**config.mk**
```make
export PLATFORM = sky130hd
export DESIGN_NAME = hc02_bist_ctrl
export DESIGN_NICKNAME = d
export VERILOG_FILES = /design/src/rtl/hc02_bist_ctrl_pkg.sv /design/src/rtl/hc02_bist_ctrl_vec_gen.sv /design/src/rtl/hc02_bist_ctrl.sv
export SDC_FILE = /design/constraint.sdc
export NUM_CORES = 1
export LEC_CHECK = 0
export BUFFER_PORTS_ARGS = -buffer_cell sky130_fd_sc_hd__buf_2
export CAP_MARGIN = 30
export CELL_PAD_IN_SITES_DETAIL_PLACEMENT = 1
export CELL_PAD_IN_SITES_GLOBAL_PLACEMENT = 2
export CORE_MARGIN = 4
export CORE_UTILIZATION = 38
export DETAILED_ROUTE_END_ITERATION = 8
export HOLD_SLACK_MARGIN = 0.03
export PLACE_DENSITY_LB_ADDON = 0.1
export SLEW_MARGIN = 20
export SYNTH_ARGS = -nofsm -noshare
export SYNTH_HDL_FRONTEND = slang
export SYNTH_SLANG_ARGS = --single-unit
```
**constraint.sdc**
```tcl
create_clock -name clk_i -period 7.9 [get_ports clk_i]
set_input_delay 1.185 -clock clk_i [delete_from_list [all_inputs] [get_ports clk_i]]
set_output_delay 1.185 -clock clk_i [all_outputs]
set_load 0.01 [all_outputs]
```
**src/rtl/hc02_bist_ctrl_pkg.sv**
```systemverilog
// Shared definitions for the HC02 NOR-gate BIST sequencer: state encoding and step count.
package hc02_bist_ctrl_pkg;

  typedef enum logic [2:0] {
    ST_IDLE   = 3'd0,
    ST_DRIVE  = 3'd1,
    ST_SETTLE = 3'd2,
    ST_CHECK  = 3'd3,
    ST_DONE   = 3'd4
  } state_t;

  localparam int N_STEPS           = 8;
  localparam int SETTLE_CYCLES_DEF = 4;

endpackage

```
**src/rtl/hc02_bist_ctrl_vec_gen.sv**
```systemverilog
// Combinational step-to-pattern map: drives every gate through all four input pairs,
// first in lock-step, then rotated per gate so neighbours see differing inputs.
module hc02_bist_ctrl_vec_gen
  import hc02_bist_ctrl_pkg::*;
#(
  parameter int GATES = 4
) (
  input  logic [2:0]     step_i,
  output logic [GATES:1] a_o,
  output logic [GATES:1] b_o
);

  logic [1:0] k;
  logic [1:0] gLow;

  // k = s for s<4, else (s+g) mod 4; only the low two bits of s and g matter mod 4.
  always_comb begin
    a_o  = '0;
    b_o  = '0;
    k    = '0;
    gLow = '0;
    for (int g = 1; g <= GATES; g++) begin
      gLow = 2'(g);
      k    = step_i[2] ? (step_i[1:0] + gLow) : step_i[1:0];
      a_o[g] = k[1];
      b_o[g] = k[0];
    end
  end

endmodule

```
**src/rtl/hc02_bist_ctrl.sv**
```systemverilog
// BIST sequencer for a 74HC02 quad NOR: drives 8 patterns, compares synchronised Y
// against ~(A|B), and reports sticky per-gate fail flags plus a saturating error count.
module hc02_bist_ctrl
  import hc02_bist_ctrl_pkg::*;
#(
  parameter int GATES         = 4,
  parameter int SETTLE_CYCLES = SETTLE_CYCLES_DEF,
  parameter int ERR_W         = 8
) (
  input  logic             clk_i,
  input  logic             rst_n_i,
  input  logic             start_i,
  input  logic             abort_i,
  input  logic [GATES:1]   y_i,
  output logic [GATES:1]   a_o,
  output logic [GATES:1]   b_o,
  output logic             busy_o,
  output logic             done_o,
  output logic             pass_o,
  output logic [ERR_W-1:0] errCnt_o,
  output logic [GATES:1]   failMask_o
);

  localparam int          CNT_W   = (SETTLE_CYCLES > 1) ? $clog2(SETTLE_CYCLES) : 1;
  localparam logic [31:0] ERR_MAX = 32'((64'd1 << ERR_W) - 64'd1);

  state_t             state_q;
  logic [2:0]         step_q;
  logic [CNT_W-1:0]   settleCnt_q;
  logic [GATES:1]     a_q, b_q;
  logic [GATES:1]     syncMeta_q, syncY_q;
  logic               busy_q, done_q, pass_q;
  logic [ERR_W-1:0]   errCnt_q, errCnt_d;
  logic [GATES:1]     failMask_q, failMask_d;

  logic [GATES:1]     vecA, vecB;
  logic [GATES:1]     mismatch;
  logic [31:0]        popCnt;
  logic [31:0]        errSum;

  hc02_bist_ctrl_vec_gen #(.GATES(GATES)) u_vec_gen (
    .step_i (step_q),
    .a_o    (vecA),
    .b_o    (vecB)
  );

  always_ff @(posedge clk_i or negedge rst_n_i) begin
    if (!rst_n_i) begin
      syncMeta_q <= '0;
      syncY_q    <= '0;
    end else begin
      syncMeta_q <= y_i;
      syncY_q    <= syncMeta_q;
    end
  end

  always_comb begin
    mismatch = syncY_q ^ ~(a_q | b_q);
    popCnt   = '0;
    for (int g = 1; g <= GATES; g++) begin
      popCnt = popCnt + 32'(mismatch[g]);
    end
    errSum     = 32'(errCnt_q) + popCnt;
    errCnt_d   = (errSum > ERR_MAX) ? ERR_W'(ERR_MAX) : ERR_W'(errSum);
    failMask_d = failMask_q | mismatch;
  end

  // ABORT overrides every state; in IDLE it also masks a simultaneous START.
  always_ff @(posedge clk_i or negedge rst_n_i) begin
    if (!rst_n_i) begin
      state_q     <= ST_IDLE;
      step_q      <= '0;
      settleCnt_q <= '0;
      a_q         <= '0;
      b_q         <= '0;
      busy_q      <= 1'b0;
      done_q      <= 1'b0;
      pass_q      <= 1'b0;
      errCnt_q    <= '0;
      failMask_q  <= '0;
    end else begin
      done_q <= 1'b0;
      if (abort_i) begin
        state_q     <= ST_IDLE;
        busy_q      <= 1'b0;
        a_q         <= '0;
        b_q         <= '0;
        settleCnt_q <= '0;
        if (state_q != ST_IDLE) pass_q <= 1'b0;
      end else begin
        case (state_q)
          ST_IDLE: begin
            if (start_i) begin
              state_q    <= ST_DRIVE;
              busy_q     <= 1'b1;
              step_q     <= '0;
              errCnt_q   <= '0;
              failMask_q <= '0;
              pass_q     <= 1'b0;
            end
          end
          ST_DRIVE: begin
            a_q         <= vecA;
            b_q         <= vecB;
            settleCnt_q <= '0;
            state_q     <= ST_SETTLE;
          end
          ST_SETTLE: begin
            if (settleCnt_q == CNT_W'(SETTLE_CYCLES - 1)) begin
              state_q <= ST_CHECK;
            end else begin
              settleCnt_q <= settleCnt_q + 1'b1;
            end
          end
          ST_CHECK: begin
            errCnt_q   <= errCnt_d;
            failMask_q <= failMask_d;
            if (step_q != 3'(N_STEPS - 1)) begin
              step_q  <= step_q + 3'd1;
              state_q <= ST_DRIVE;
            end else begin
              state_q <= ST_DONE;
              done_q  <= 1'b1;
              pass_q  <= (errCnt_d == '0);
              a_q     <= '0;
              b_q     <= '0;
            end
          end
          ST_DONE: begin
            state_q <= ST_IDLE;
            busy_q  <= 1'b0;
          end
          default: begin
            state_q <= ST_IDLE;
            busy_q  <= 1'b0;
          end
        endcase
      end
    end
  end

  assign a_o        = a_q;
  assign b_o        = b_q;
  assign busy_o     = busy_q;
  assign done_o     = done_q;
  assign pass_o     = pass_q;
  assign errCnt_o   = errCnt_q;
  assign failMask_o = failMask_q;

endmodule

```
Word level (Yosys, flattened, before mapping)
Index checks and enable logic that the tools add are counted.
{"block": "totals", "register_bits": 39, "input_bits": 8, "out_inout_bits": 23, "word_cells": 90}
{"block": "op_classes", "add_sub_neg": 9, "n_lt_le_gt_ge": 1, "eq_ne": 13, "mux": 35, "bitwise_logic": 5, "n_reduce_logical": 15}
{"op": "case mux 4 bit (2 select lines)", "n": 3}
{"op": "two-way mux 3 bit", "n": 6}
{"op": "two-way mux 4 bit", "n": 4}
{"op": "two-way mux 8 bit", "n": 2}
{"op": "case mux 8 bit (2 select lines)", "n": 1}
{"op": "!= test 3 bit, second input constant", "n": 5}
{"op": "case mux 3 bit (4 select lines)", "n": 1}
{"op": "nonzero test 3 bit", "n": 4}
{"op": "two-way mux 2 bit", "n": 5}
{"op": "adder 8 x 4 -> 9 bit", "n": 1}
{"op": "greater-than comparator 9 x 8 -> 1 bit, second input constant", "n": 1}
{"op": "two-way mux 1 bit", "n": 9}
{"op": "logical NOT 8 bit", "n": 1}
{"op": "bitwise OR 4 bit", "n": 2}
{"op": "AND reduction 2 bit", "n": 4}
{"op": "AND reduction 4 bit", "n": 2}
{"op": "equality test 3 x 2 -> 1 bit, second input constant", "n": 2}
{"op": "case mux 3 bit (2 select lines)", "n": 1}
{"op": "adder 2 x 1 -> 2 bit, second input constant", "n": 2}
{"op": "adder 2 bit, second input constant", "n": 2}
{"op": "adder 3 x 1 -> 4 bit", "n": 1}
{"op": "!= test 2 x 1 -> 1 bit, second input constant", "n": 2}
{"op": "!= test 2 bit, second input constant", "n": 2}
{"op": "NOT 4 bit", "n": 1}
{"op": "other kinds (13)", "n": 14}

Depth between registers and ports, before layout
Gate-level depths: netlist of the first run.
{"block": "logic_depth", "word_depth": 13, "mapped_depth": 10, "depth_no_buf": 10}

Modules after synthesis
From an unflattened synthesis of the first run, not the netlist that was laid out.
{"block": "hier_totals", "cells_unflattened": 186, "hier_area_um2": 1988.2}
{"mod": "hc02_bist_ctrl", "n_inst": 1, "cells_per_inst": 176, "area_each_um2": 1913.1, "seq_area_each_um2": 975.9}
{"mod": "hc02_bist_ctrl_vec_gen", "n_inst": 1, "cells_per_inst": 10, "area_each_um2": 75.1, "seq_area_each_um2": 0.0}

Worst setup path after synthesis of the first run
Ideal clock, no wire load.
{"block": "synth_timing", "path_kind": "reg2reg", "startpoint": "reg b_q, in the netlist b_o[3]", "endpoint": "reg errCnt_q[5], in the netlist errCnt_o[5]", "setup_ns": 0.119, "arrival_ns": 2.884, "t_required_ns": 7.781, "setup_slack_ns": 4.897, "stages_incl_launch_ff": 11, "path_buffers": 0, "synth_period_minus_slack_ns": 3.003, "path_cell_list": "dfrtp_1 nor2_1 xnor2_1 fa_1 inv_1 fa_1 fa_1 and2_1 and3_1 o31a_2 o21a_1"}
{"block": "synth_via", "elab_chain_cells": 9}
{"item": "start: declaration", "line_no": "hc02_bist_ctrl.sv:30", "text": "logic [GATES:1] a_q, b_q;"}
{"item": "start signal: assignment", "line_no": "hc02_bist_ctrl.sv:104", "text": "b_q <= vecB;"}
{"item": "bitwise OR 4 bit (*)", "line_no": "hc02_bist_ctrl.sv:58", "text": "mismatch = syncY_q ^ ~(a_q | b_q);"}
{"item": "NOT 4 bit (*)", "line_no": "hc02_bist_ctrl.sv:58"}
{"item": "XOR 4 bit (*)", "line_no": "hc02_bist_ctrl.sv:58"}
{"item": "adder 2 x 1 -> 3 bit (*)", "line_no": "hc02_bist_ctrl.sv:61", "text": "popCnt = popCnt + 32'(mismatch[g]);"}
{"item": "adder 3 x 1 -> 4 bit (*)", "line_no": "hc02_bist_ctrl.sv:61"}
{"item": "adder 8 x 4 -> 9 bit (*)", "line_no": "hc02_bist_ctrl.sv:63", "text": "errSum = 32'(errCnt_q) + popCnt;"}
{"item": "greater-than comparator 9 x 8 -> 1 bit", "line_no": "hc02_bist_ctrl.sv:64", "text": "errCnt_d = (errSum > ERR_MAX) ? ERR_W'(ERR_MAX) : ERR_W'(errSum);"}
{"item": "two-way mux 8 bit (*)", "line_no": "hc02_bist_ctrl.sv:64"}
{"item": "case mux 8 bit (2 select lines) (*)", "line_no": "hc02_bist_ctrl.sv:91", "text": "case (state_q)"}
{"item": "end signal: assignment", "line_no": "hc02_bist_ctrl.sv:116", "text": "errCnt_q <= errCnt_d;"}
{"item": "end: declaration", "line_no": "hc02_bist_ctrl.sv:33", "text": "logic [ERR_W-1:0] errCnt_q, errCnt_d;"}
Mark *: on every way between the ends. The rest lies on a longest branch, timed or not.
A chain may end at the register's enable or synchronous reset.

Final worst setup path of the first run
Ends and elaborated chain as after synthesis.

==> results of run 1 <==
==> cell families (layout without fill, tap and decap cells) <==
| group | count (synthesis) | count (layout) | synth area share (%) |
|---|---|---|---|
| AOI/OAI and AO/OA | 44 | 44 | 16.6 |
| xor gates and xnor gates | 7 | 7 | 3.20 |
| adders and majority gates | 7 | 7 | 5.74 |
| buffers and inverters | 16 | 44 | 4.24 |
| DFF | 37 | 37 | 48.3 |
| muxes | 5 | 5 | 2.74 |
| and+or+nand+nor | 65 | 65 | 19.1 |
==> flip-flops by register name, indices dropped and copies added, names as in the netlist, 3 cells and up <==
name / flops
errCnt_o: 8
syncMeta_q: 4
syncY_q: 4
step_q: 3
state_q: 3
a_o: 4
failMask_o: 4
==> power breakdown <==
group          switching, mW  total, mW  internal, mW
Clock                 0.0718      0.166        0.0945
Sequential           0.00934      0.206         0.197
Combinational         0.0324     0.0567        0.0243
Total                  0.113      0.429         0.316
==> worst paths after layout <==
path / start / end / slack [ps] / cells past startpoint
setup / recovery: b_o[3]$_DFFE_PN0P_ / errCnt_o[5]$_DFFE_PN0P_ / 4740 / 10
hold / removal: syncMeta_q[1]$_DFF_PN0_ / syncY_q[1]$_DFF_PN0_ / 350 / 0
setup reg to reg: b_o[3]$_DFFE_PN0P_ / errCnt_o[5]$_DFFE_PN0P_ / 4740 / 10
hold reg to reg: syncMeta_q[1]$_DFF_PN0_ / syncY_q[1]$_DFF_PN0_ / 350 / 0
max in group asynchronous: rst_n_i / errCnt_o[2]$_DFFE_PN0P_ / 6680 / 2
min in group asynchronous: rst_n_i / errCnt_o[4]$_DFFE_PN0P_ / 770 / 1
==> metal layers <==
layer | part of all wire (%) | wire length, um | track usage (%) | vias up
met2 | 48 | 2240 | 27.1 | 29
li1 | - | - | - | 697
met3 | 3.9 | 180 | 3.06 | 5
met1 | 47 | 2200 | 21.8 | 751
met5 | 0 | 0 | 0 | -
met4 | 1.1 | 53 | 5.15 | 0
==> cell type report <==
cell class / count / share of cell area, %
clock inverters: 3 / 2.08
clock buffers: 5 / 3.10
well taps: 67 / 3.77
repair buffers: 31 / 7.65
inverters: 5 / 0.844
multi-input cells: 128 / 40.9
flip-flops and latches: 37 / 41.6
==> layout by cell type, fill, tap and decap left out, types with 3 or more instances in the layout <==
cell type	count
sky130_fd_sc_hd__a21oi_1	10
sky130_fd_sc_hd__a22o_1	7
sky130_fd_sc_hd__a31oi_1	3
sky130_fd_sc_hd__and2_1	4
sky130_fd_sc_hd__buf_2	30
sky130_fd_sc_hd__clkbuf_8	5
sky130_fd_sc_hd__dfrtp_1	37
sky130_fd_sc_hd__fa_1	3
sky130_fd_sc_hd__ha_1	4
sky130_fd_sc_hd__inv_1	5
sky130_fd_sc_hd__mux2i_1	3
sky130_fd_sc_hd__nand2_1	7
sky130_fd_sc_hd__nand2b_1	5
sky130_fd_sc_hd__nand3_1	3
sky130_fd_sc_hd__nor2_1	21
sky130_fd_sc_hd__nor3_1	6
sky130_fd_sc_hd__o21a_1	6
sky130_fd_sc_hd__o21ai_0	5
sky130_fd_sc_hd__xnor2_1	4
sky130_fd_sc_hd__xor2_1	3
==> flow_results.org, run 1 <==
** GRT
- Global routing used 16.4% of the available tracks.
- Entering global routing, the biggest net connects 38 pins.
- Number of global-route vias before repair :: approximately 1,600
- After global routing the overflow that remains totals 0.
- The first global-routing pass estimated approximately 8 mm of wire.
- Number of antenna violations at the first check in global routing :: 0

** Timing
- Final Critical Period :: 3160 ps
- Setup total negative slack on the finished layout was measured at 0 ps.
- Relative slew margins :: 57.5%
- Final setup fails :: 0
- On the final layout, the worst hold slack is 354 ps.
- Final worst-path setup slack :: 4740 ps
- Number of failing hold endpoints at the final stage :: 0
- Timing would allow up to 317 MHz.
- Final cycle utilization of the critical path :: between 30% and 40%
- Fin. max-slew vios :: 0
- Unrepaired setup endpoints after global routing :: no
- Between clock sinks in the finished design, the worst skew comes to 10.5 ps.
- Worst-Margin Slew :: roughly 630 ps

** Logic synthesis
- A synthesized cell averages 10.6 um^2.
- The top cell type by area accounts for between 40% and 50% of the synthesized area.
- Warnings, synthesis :: 0
- Of the synthesized area, sequential elements account for a little under 50%.
- The number of different library cells used by synthesis comes to 48.
- Post-synth ARST share :: 100%
- EDFF count, synth :: 0
- Leading post-synthesis cells by cell area :: sky130_fd_sc_hd__dfrtp_1 48%, sky130_fd_sc_hd__nor2_1 4.1%, sky130_fd_sc_hd__a22o_1 3.2%
- Most numerous cell in the Yosys netlist :: sky130_fd_sc_hd__dfrtp_1
- The cell count after synthesis came out at approximately 180.
- The number of nets handed over by synthesis was 196.
- Most frequent cells after synthesis :: 37 x sky130_fd_sc_hd__dfrtp_1, 21 x sky130_fd_sc_hd__nor2_1, 10 x sky130_fd_sc_hd__a21oi_1, 7 x sky130_fd_sc_hd__a22o_1, 7 x sky130_fd_sc_hd__nand2_1
- Top flip-flop cell by instance count after synthesis :: sky130_fd_sc_hd__dfrtp_1
- The mapped netlist covers 0.00192 mm^2.
- Summed over all instances, the cell type with the most area after synthesis is sky130_fd_sc_hd__dfrtp_1.
- The synthesized design contains 37 register bits.

** Critical path
- Critical path startpoint category :: register
- On the critical path the largest part of the delay comes from adder cells.
- On the critical path, the stage with the largest delay is an instance of sky130_fd_sc_hd__fa_1.
- Arrival time at the worst endpoint :: 3340 ps
- Type of destination of the critical path :: register
- Data required time at the worst endpoint :: 8080 ps
- Crit path buf inv count :: 1
- In this design, the critical path's most frequently occurring cell is sky130_fd_sc_hd__fa_1.
- Crit path max fanout :: 6
- The critical path goes through nor2_1, xnor2_1, fa_1, inv_1, fa_1, fa_1, and2_1, and3_1, o31a_2, o21a_1.
- The critical path is of the register to register type.
- Stage delay of the slowest cell on the critical path :: a little under 500 ps

** Cells and area
- Once layout is done, the placed cells without fillers occupy 0.00222 mm^2.
- Area occupied by registers :: 926 um^2
- The post-route netlist has between 20% and 30% of its cells at a drive strength greater than 1.
- The finished layout holds 276 standard cells, fillers aside.
- Final core area utilization :: 46.2%
- Summing all multi-input logic gate instances after layout gives 910 um^2.
- Compared with the post-synthesis result, the final layout area differs by 16.0%.
- Number of filler instances in the final layout :: 579
- Number of antenna repair diodes :: 0
- Number of nets in the layout :: around 220

** Clock tree
- The longest clock path from root to sink contains 2 buffers.
- Count of buffers added by post-CTS timing repair for setup :: 0
- Quantity of hold-fixing buffers added after cts :: 0
- Clock root cell :: sky130_fd_sc_hd__clkbuf_8
- CTS H-Tree Depth :: 2
- TritonCTS clock tree :: built
- Clock edge transition at the registers on the reported setup and hold paths :: about 90 ps
- In this run, post-CTS repair resized a total of 0 instances.
- Worst skew pair latency :: 290 ps
- TritonCTS Sinks :: 37
- Clock tree synthesis inserted a total of 5 buffers.

** Place
- Total placed instance area :: roughly 0.0021 mm^2
- The congestion estimate from routability-driven global placement came to roughly 0.87.
- Port buffer count :: 30
- Placed wire-length estimate :: 3.38 mm
- Minimum setup slack after placement :: 4750 ps
- The number of placed instances, taps included, is 267.

** Routing
- Iteration count of the initial detailed-routing pass :: 4
- After detailed routing, the average wire length per cell comes to 16.9 um.
- DRT antenna net count :: 0
- Dividing the detail-routed via count by the number of cells gives 5.37.
- After the first detailed-routing iteration, the DRC count stood at 72.
- Overall via count from detail_route :: 1,482
- DRT Wirelength :: 4.67 mm
- In the routed design, unresolved DRC markers number 0.

** Floorplanning
- The die covers 0.00624 mm^2.
- Die width :: 79.0 um
- Placeable Area :: between 0.004 and 0.005 mm^2
- In this run the count of I/O pins placed on the die edge is 31.
- For this configuration, the core starts out at a cell density of 39.8%.
- Die Y :: 79.0 um
- Standard-cell row count :: 25

** Status
- Result of the run :: finished clean

** Power
- Largest vdd supply drop :: 0.0956 mV
- Pwr/cell area :: 193 mW/mm^2
- Static Leakage :: 1.06 nW
- Overall power consumption :: between 0.4 and 0.5 mW

** Job
- Number of maximum-capacitance violations :: 0

** Hold path
- The path class of the tightest hold or removal check is register to register.
Power figures use the tool's default switching activity.
==> inputs of run 2 (changes only) <==
--- a/config.mk
+++ b/config.mk
@@ -10,7 +10,7 @@
 export CELL_PAD_IN_SITES_DETAIL_PLACEMENT = 1
 export CELL_PAD_IN_SITES_GLOBAL_PLACEMENT = 2
 export CORE_MARGIN = 4
-export CORE_UTILIZATION = 38
+export CORE_UTILIZATION = 36
 export DETAILED_ROUTE_END_ITERATION = 8
 export HOLD_SLACK_MARGIN = 0.03
 export PLACE_DENSITY_LB_ADDON = 0.1
==> constraint.sdc (replaced) <==
create_clock -name clk_i -period 3.1 [get_ports clk_i]
set_input_delay 0.465 -clock clk_i [delete_from_list [all_inputs] [get_ports clk_i]]
set_output_delay 0.465 -clock clk_i [all_outputs]
set_load 0.01 [all_outputs]
==> run 2 against run 1 <==
  * Fmax up 7.1%
  * Largest power group unchanged
  * Worst hold slack worse by 91 ps
  * Critical path depth unchanged
  * Clock skew up 1.7 ps
  * Via count about the same
  * Routed wire length down 2.0%
  * Power up 140%
  * Final cell count up 1.8%
==> flow_results.org, run 2 (same netlist as run 1, synthesis figures left out) <==
** Clock tree
- The clock transition at the registers of the reported paths came to 80 ps (was 90 ps).
- The number of buffers created by CTS came to 5 (unchanged).
- Clock root cell :: sky130_fd_sc_hd__clkbuf_8 (unchanged)
- The number of buffers inserted to repair setup after CTS was 0 (unchanged).
- Quantity of hold-fixing buffers added after cts :: 0 (unchanged)
- The number of gates resized after CTS came to 0 (unchanged).
- The worst-skew pair later-pin latency is 290 ps (about the same).
- The H-tree level count came to 2 (unchanged).
- Max clock buf depth :: 2 (unchanged)
- The sink count of the clock tree was 37 (unchanged).
- TritonCTS clock tree :: built (unchanged)

** Floorplanning
- The count of boundary I/O pins was 31 (unchanged).
- The starting utilization of the core area is 37.3% (was 39.8%).
- The chip width came to 81.0 um (was 79.0 um).
- Total die area :: 0.00656 mm^2 (was 0.00624 mm^2)
- The area of the placeable core is 0.00514 mm^2 (was 0.00482 mm^2).
- The height of the die was 81.0 um (was 79.0 um).
- Standard-cell row count :: 26 (was 25)

** Critical path
- The endpoint of the worst setup timing path is errCnt_o[5]$_DFFE_PN0P_ (unchanged).
- Register-to-Register Path Depth :: 10 (unchanged)
- Cell repeated most along the worst path :: sky130_fd_sc_hd__fa_2 (was sky130_fd_sc_hd__fa_1)
- The category of the most critical setup path was register to register (unchanged).
- Arrival time at the worst endpoint :: 3130 ps (was 3340 ps)
- The critical-path cell with the highest stage delay was sky130_fd_sc_hd__fa_1 (unchanged).
- Cell chain of the critical path: nor2_2, xnor2_1, fa_1, inv_1, fa_2, fa_2, and2_1, and3_1, o31a_2, o21a_1 (was nor2_1, xnor2_1, fa_1, inv_1, fa_1, fa_1, and2_1, and3_1, o31a_2, o21a_1).
- The sum of buffers and inverters on the critical path came to 1 (unchanged).
- The kind of end point of the critical path is a register (unchanged).
- The required time of the critical path is 3280 ps (was 8080 ps).
- Stage delay of the slowest cell on the critical path :: 510 ps (was 490 ps)
- The worst reg2reg path endpoint is errCnt_o[5]$_DFFE_PN0P_ (unchanged).
- The start of the worst register-to-register path is a_o[1]$_DFFE_PN0P_ (was b_o[3]$_DFFE_PN0P_).
- The launching element type of the critical path was a register (unchanged).
- The family with the most delay on the worst path was adder cells (unchanged).
- The largest driver fanout on the critical path was 5 (was 6).
- Reg2reg setup slack :: 150 ps (was 4740 ps)
- Cell depth of the worst setup path :: 10 (unchanged)
- Launch point of the critical path :: a_o[1]$_DFFE_PN0P_ (was b_o[3]$_DFFE_PN0P_)

** Cells and area
- The synthesis-to-layout area growth was 15.9% (was 16.0%).
- Commonest non-fill, non-tap cell in the layout :: sky130_fd_sc_hd__dfrtp_1 (unchanged)
- Final core area utilization :: 43.2% (was 46.2%)
- Layout cells sized above 1 :: 28.0% (was 25.4%)
- The number of nets in the final layout was 225 (was 223).
- Largest register FFs :: 8 (unchanged)
- Most frequent cells in the layout :: 37 x sky130_fd_sc_hd__dfrtp_1, 30 x sky130_fd_sc_hd__buf_2, 19 x sky130_fd_sc_hd__nor2_1, 10 x sky130_fd_sc_hd__a21oi_1 (was 37 x sky130_fd_sc_hd__dfrtp_1, 30 x sky130_fd_sc_hd__buf_2, 21 x sky130_fd_sc_hd__nor2_1, 10 x sky130_fd_sc_hd__a21oi_1)
- Number of antenna repair diodes :: 0 (unchanged)
- Fin area :: 0.00222 mm^2 (about the same)

** Timing
- Relative slew margins :: 44.4% (was 57.5%)
- The highest clock rate was 339 MHz (was 317 MHz).
- The worst clock skew came to 12.2 ps (was 10.5 ps).
- The least setup slack across all paths after layout was 154 ps (was 4740 ps).
- The transition time at the pin with the least slew margin came to 833 ps (was 633 ps).
- Final Critical Period :: 2950 ps (was 3160 ps)
- The setup-violating endpoint count in the final report came to 0 (unchanged).
- Unrepaired setup endpoints after global routing: no (unchanged).
- The hold violation count in the final report was 0 (unchanged).
- The post-route setup TNS was 0 ps (unchanged).
- The total count of max-transition violations in the final report is 0 (unchanged).
- The post-route clock period utilization is 95.0% (was 40.0%).

** Routing
- Overall via count from detail_route :: 1,481 (was 1,482)
- The number of violations reported at the end of detailed-routing iteration 0 is 37 (was 72).
- Per-cell routed wire length :: 16.3 um (was 16.9 um)
- Via density :: 5.27 (was 5.37)
- DRC violation count after routing :: 0 (unchanged)
- DRT Wirelength :: 4.58 mm (was 4.67 mm)
- The number of iterations in the first detailed-routing pass came to 4 (unchanged).
- The number of routed nets with antenna violations is 0 (unchanged).

** Place
- Total placed instance area :: 0.00211 mm^2 (was 0.00209 mm^2)
- The placer's final routability congestion estimate came to 0.836 (was 0.868).
- The HPWL reported at the end of detailed placement is 3.34 mm (was 3.38 mm).
- Port buffer count :: 30 (unchanged)
- Minimum setup slack after placement :: 23.5 ps (was 4750 ps)

** Status
- Result of the run: finished clean (unchanged).

** GRT
- Global routing usage on met2 :: 27.0% (was 27.1%)
- Pin count of the biggest net entering global routing :: 38 (unchanged)
- The global-route track usage on met3 came to 4.66% (was 3.06%).
- The remaining global-route overflow came to 0 (unchanged).
- Number of global-route vias before repair :: 1,620 (was 1,587)
- Overall fraction of global-route tracks in use :: 16.1% (was 16.4%)
- The wire length of the first global-routing pass is 8.07 mm (was 8.02 mm).
- Met1 demand-to-capacity share in global routing :: 19.9% (was 21.8%)
- The global routing's busiest layer is met2 (unchanged).
- Number of antenna violations at the first check in global routing :: 0 (unchanged)

** Hold path
- The worst hold-check path type was primary input to async pin (was register to register).

** Power
- Overall power consumption :: 1.03 mW (was 0.429 mW)
- The leakage power total is 1.06 nW (about the same).
- Pwr/cell area :: 464 mW/mm^2 (was 193 mW/mm^2)
- The maximum VDD drop came to 0.214 mV (was 0.0956 mV).

** Job
- The count of maximum capacitance violations came to 0 (unchanged).
-- run 2: per-layer routing --
layer	part of all wire, %	vias to the layer above
li1	-	705
met1	44	748
met2	51	22
met3	4.1	6
met4	1.3	0
met5	0	-
-- run 2: how the worst min path moves through the flow --
| stage | startpoint | end | slack, ps | cells after the start |
|---|---|---|---|---|
| final | rst_n_i | errCnt_o[4]$_DFFE_PN0P_ | 260 | 1 |
| after floorplan | rst_n_i | a_o[1]$_DFFE_PN0P_ | 170 | 0 |
| after detailed placement | syncMeta_q[3]$_DFF_PN0_ | syncY_q[3]$_DFF_PN0_ | 340 | 0 |
| after global routing | y_i[2] | syncMeta_q[2]$_DFF_PN0_ | 260 | 1 |
| after global placement | syncMeta_q[2]$_DFF_PN0_ | syncY_q[2]$_DFF_PN0_ | 330 | 0 |
| after CTS | y_i[2] | syncMeta_q[2]$_DFF_PN0_ | 270 | 1 |
-- run 2: per-stage QoR --
stage               cells  hold WS (ps)
finish                281           263
global route          281           260
detailed placement    273           339
floorplan             181           169
CTS                   281           266
global placement      273           334
-- run 2: layout make-up --
class | count | area (um^2)
clock buffer | 6 | 82.6
multi-input combinational | 128 | 920
inverter | 5 | 18.8
sequential | 37 | 926
clock inverter | 2 | 13.8
tap | 70 | 87.6
timing repair buffer | 33 | 173
fill | 597 | 2920
-- run 2: report_power, final --
group | switching (mW) | total, mW | internal [mW]
Combinational | 0.0830 | 0.148 | 0.0647
Clock | 0.176 | 0.356 | 0.180
Sequential | 0.0239 | 0.526 | 0.502
Total | 0.283 | 1.03 | 0.747
